`src/rtl/alu_mul_sequencer.sv`:
```
// Shift-and-add multiplier controller for the execute stage.
// It has no adder of its own. It drives the shared 64-bit ALU with the
// accumulator and the current partial product. It captures the ALU result
// once per iteration and produces the low WIDTH bits of the unsigned product.
//
// state  | meaning
// -------+----------------------------------------------------------------
// IDLE   | waiting for start; operands are captured on the accepting edge
// RUN    | one add/shift iteration per cycle; exits early once mplr drains
// DONE   | single-cycle done pulse; product is valid from this cycle onward
`timescale 1ns/1ps
module alu_mul_sequencer #(
  parameter int          WIDTH   = 64,
  parameter logic [3:0]  ALU_ADD = 4'b0010,
  parameter int          CNT_W   = 7
) (
  input  logic             clk,
  input  logic             reset,
  input  logic             start,
  input  logic [WIDTH-1:0] multiplicand,
  input  logic [WIDTH-1:0] multiplier,
  output logic             busy,
  output logic             done,
  output logic [WIDTH-1:0] product,
  output logic [WIDTH-1:0] alu_a,
  output logic [WIDTH-1:0] alu_b,
  output logic [3:0]       alu_op,
  input  logic [WIDTH-1:0] alu_result
);

  typedef enum logic [1:0] {
    S_IDLE = 2'd0,
    S_RUN  = 2'd1,
    S_DONE = 2'd2
  } state_t;

  // Iteration index at which RUN must stop, even if multiplier bits remain.
  localparam logic [CNT_W-1:0] CNT_LAST = CNT_W'(WIDTH - 1);

  state_t           state_q, state_d;
  logic [WIDTH-1:0] acc_q, acc_d;
  logic [WIDTH-1:0] mcand_q, mcand_d;
  logic [WIDTH-1:0] mplr_q, mplr_d;
  logic [CNT_W-1:0] cnt_q, cnt_d;
  logic [WIDTH-1:0] product_q, product_d;

  logic             run_last;

  // Last iteration: no set bits remain above bit 0, or the width is exhausted.
  assign run_last = ((mplr_q >> 1) == '0) || (cnt_q == CNT_LAST);

  // Drive the ALU. The accumulator always feeds a. The partial product feeds
  // b only in RUN, so the ALU sees a zero addend while this block is idle.
  always_comb begin
    alu_a  = acc_q;
    alu_b  = '0;
    alu_op = ALU_ADD;
    if ((state_q == S_RUN) && mplr_q[0]) begin
      alu_b = mcand_q;
    end
  end

  // Next-state and datapath update. Each step captures the ALU sum, so the
  // product register is loaded with the value acc is about to take.
  always_comb begin
    state_d   = state_q;
    acc_d     = acc_q;
    mcand_d   = mcand_q;
    mplr_d    = mplr_q;
    cnt_d     = cnt_q;
    product_d = product_q;
    unique case (state_q)
      S_IDLE: begin
        if (start) begin
          acc_d   = '0;
          mcand_d = multiplicand;
          mplr_d  = multiplier;
          cnt_d   = '0;
          state_d = S_RUN;
        end
      end
      S_RUN: begin
        acc_d   = alu_result;
        mcand_d = mcand_q << 1;
        mplr_d  = mplr_q >> 1;
        cnt_d   = cnt_q + CNT_W'(1);
        if (run_last) begin
          product_d = alu_result;
          state_d   = S_DONE;
        end
      end
      S_DONE: begin
        state_d = S_IDLE;
      end
      default: begin
        state_d = S_IDLE;
      end
    endcase
  end

  // State and datapath registers. Reset takes priority and abandons any
  // operation in flight.
  always_ff @(posedge clk) begin
    if (!reset) begin
      state_q   <= S_IDLE;
      acc_q     <= '0;
      mcand_q   <= '0;
      mplr_q    <= '0;
      cnt_q     <= '0;
      product_q <= '0;
    end else begin
      state_q   <= state_d;
      acc_q     <= acc_d;
      mcand_q   <= mcand_d;
      mplr_q    <= mplr_d;
      cnt_q     <= cnt_d;
      product_q <= product_d;
    end
  end

  // Handshake outputs come from registered state only. This keeps start off
  // any combinational path to busy or done.
  always_comb begin
    busy    = (state_q != S_IDLE);
    done    = (state_q == S_DONE);
    product = product_q;
  end

endmodule

```
`config.mk`:
```
export PLATFORM = sky130hd
export DESIGN_NAME = alu_mul_sequencer
export DESIGN_NICKNAME = d
export VERILOG_FILES = /design/src/rtl/alu_mul_sequencer.sv
export SDC_FILE = /design/constraint.sdc
export NUM_CORES = 1
export LEC_CHECK = 0
export ABC_AREA = 1
export CAP_MARGIN = 10
export CORE_UTILIZATION = 45
export DETAILED_ROUTE_END_ITERATION = 12
export PLACE_DENSITY = 0.83
export SLEW_MARGIN = 20
export SYNTH_ARGS = -nofsm -noshare
export SYNTH_HDL_FRONTEND = slang
export SYNTH_SLANG_ARGS = --single-unit
```
`constraint.sdc`:
```
create_clock -name clk -period 3.14 [get_ports clk]
set_input_delay 0.628 -clock clk [delete_from_list [all_inputs] [get_ports clk]]
set_output_delay 0.628 -clock clk [all_outputs]
set_load 0.1 [all_outputs]
```
==> results.txt <==
Layout area overhead: 45.53%
status: completed
starting density of the core: 0.4618
IO Count: 393
worst reg2reg path endpoint: product[10]
Layout Nets: 2064
XOR/XNOR Fraction of Synth Area: 0
final period utilization: 0.8785
register area share after synthesis: 0.4683
routed wire length per instance: 15.99 um
Worst-path clk slew: 0.06 ns
cts hold-fix bufs: 0
die area: 0.02581 mm^2
Initial DRT Pass Iterations: 6
worst hold endpoint: product[49]
detailed placer's ending HPWL: 23600 um
Util after Layout: 0.6720
power per cell area: 520.7 mW/mm^2
H-tree depth: 1
FF-to-FF Start: mplr_q[52]
Critical Path Source Type: flip-flop
post-CTS sizing: 0
post-synthesis mux area share: 0
Worst Tran Pin Value: 1.121 ns
flop2flop setup slack: 0.97 ns
CP startpoint: state_q[0]
Peak supply drop: 0.0003818 V
CTS Sinks: 265
final WL: 35390 um
post-synthesis adder-cell area fraction: 0.001104
worst rel slew slack: 0.2524
DRT iter0 DRCs: 1159
IO Port Bufs: 388
core area: 0.02453 mm^2
CTS Buf Count: 28
RSZ-0062 raised after global routing: false
CP peak stage delay: 0.51 ns
minimum clock period: 2.759 ns
largest net degree at the start of global routing: 123
first-pass GRT wire length: 55210 um
fmax: 0.3625 GHz
via-per-instance ratio: 5.215
crit-path max FO: 63
min-delay worst type: in2reg
static leakage: 7.359 nW
WS Path Type: reg2out
# rows: 57
Syn Inst Count: 1551
synthesized cell area: 0.01133 mm^2
GR Util All Layers: 0.2620
Post CTS Setup Buffer Count: 0
CTS tree: yes
GRT overflow: 0
Routability Congestion: 0.8685
Vias: 11540
Simple-Gate Fraction of Synth Area: 0.2380
count of different cell masters after synthesis: 33
Max Slew Vio Count: 0
largest family of logic cells by synthesized area: simple AND/OR/NAND/NOR gates
Synth Area in Compound Gates: 0.1788
layout cells sized above 1: 0.1483
Clock Skew: 0.01339 ns
Synth Area per Inst: 7.304 um^2
root buffer cell: clkbuf_16
max-cap viol count: 0
#FFs+latches synth: 265
vias in the first global route: 10860
Setup WS post-layout: 0.3814 ns
Die Height: 160.7 um
Critical Path AT: 2.13 ns
Die Wd: 160.7 um
antenna violations before repair: 1
WP data required: 2.51 ns
clock buffer depth: 3
HP Start: reset
final hold vios: 0
antenna-violating nets left: 0
Residual DRC: 0
later-pin clock latency in the skew report: 0.54 ns
Final TNS setup: 0 ns
nature of the critical path endpoint: output pin
FF-to-FF path depth: 11
Worst Hold Depth: 3
final setup violation count: 0
Worst Setup Slack post-DPL: 0.7469 ns
Ys Warns: 0
# fillers: 1957
CP cell instances: inv_2 -> nor2_8 -> nand2_2 -> buf_4 -> nor2_1 -> buf_12
Slowest-stage cell, CP: buf_4
## power by group
group          switching (W)  internal [W]
clock network        0.00138       0.00200
logic                0.00100      0.000530
registers           0.000122       0.00355
## cells by family (layout without fill, tap and decap cells)
group / Yosys count / in the layout
other cells: 2 / 5
compound gates: 301 / 301
buf+inv: 307 / 642
simple gates: 675 / 675
flops: 265 / 265
fa+ha+maj: 1 / 1
## sequential cells by signal, summed over array words and instances, names as in the netlist
register / flops
alu_a: 64
mcand_q: 64
product: 64
mplr_q: 64
cnt_q: 7
state_q: 2
## worst max path at each step
stage | endpoint | depth (start not counted)
4_1_cts | alu_b[10] | 6
3_5_place_dp | mcand_q[26] | 9
2_1_floorplan | alu_b[23] | 6
6_report | alu_b[19] | 6
3_3_place_gp | mcand_q[26] | 9
5_1_grt | alu_b[9] | 6
## stage by stage
step / instances / hold WS, ns / power, W / instance area [um^2]
floorplan: 1553 / 0.4401 / 0.004728 / 11340
global placement: 2162 / 0.4499 / 0.005229 / 15540
detailed placement: 2162 / 0.4582 / 0.005260 / 15540
CTS: 2212 / 0.3852 / 0.008637 / 16480
global route: 2213 / 0.4044 / 0.008907 / 16490
finish: 2213 / 0.4025 / 0.008585 / 16490
## layout make-up
cell class	instances	area (um^2)	area share
Timing Repair Buffer	403	4363	0.2646
Clock inverter	13	161.4	0.009791
Tap cell	324	405.4	0.02459
Sequential cell	265	5305	0.3218
Antenna cell	1	2.502	0.0001518
Clock buffer	37	784.5	0.04759
Multi-Input combinational cell	981	4755	0.2884
Inverter	189	709.4	0.04303
## placed cells by master (no fill, tap or decap), types with 2 or more instances in the layout
cell             instances
bufinv_16                3
a221oi_2                 9
nor2_4                   2
o211ai_1                 2
o221ai_1                12
nand2_2                  3
conb_1                   4
a22oi_1                 55
clkdlybuf4s50_1        193
nand4_1                  2
a21o_1                   2
dfxtp_1                265
clkbuf_16               28
clkbuf_8                 5
o21ai_0                 30
inv_1                  182
nand3_1                 76
clkbuf_1                 4
nand2_1                391
nor2_1                 198
a21oi_1                 88
a31oi_1                 34
a32o_1                  28
nor2_8                   2
clkinv_2                 6
buf_12                  68
a221oi_1                11
inv_2                    7
buf_4                  141
o21ai_1                 26
## synthesized netlist by cell type, drive strengths merged
cell	n	share of area
o211ai	2	0.0013
a21o	2	0.0013
nand4	2	0.0011
a32oi	1	0.00077
a31oi	34	0.019
a32o	28	0.025
a211oi	1	0.00066
a22oi	55	0.036
nor3	1	0.0014
clkbuf	46	0.015
o21ai	56	0.025
nand3	76	0.034
nand2	394	0.13
o221ai	12	0.0093
dfxtp	265	0.47
inv	189	0.063
o22ai	1	0.00055
ha	1	0.0011
o311a	1	0.00088
buf	72	0.035
a221oi	20	0.020
conb	2	0.00066
a21oi	88	0.039
nor2	202	0.071
## worst max-delay path, delay by kind of cell, from the launching register on
| family | cells | cell delay, ns |
|---|---|---|
| and+or+nand+nor | 3 | 0.30 |
| buffers and inverters | 3 | 0.86 |
| DFF | 1 | 0.36 |
## metal layers
metal / GRT usage / vias up / routed length (um)
met3: 0.05914 / 85 / 2784
met2: 0.4500 / 459 / 17170
met1: 0.3161 / 5362 / 14120
met5: 0 / - / 0
met4: 0.1043 / 0 / 1315
li1: - / 5635 / -
No activity file was read; power rests on OpenSTA's default activity.
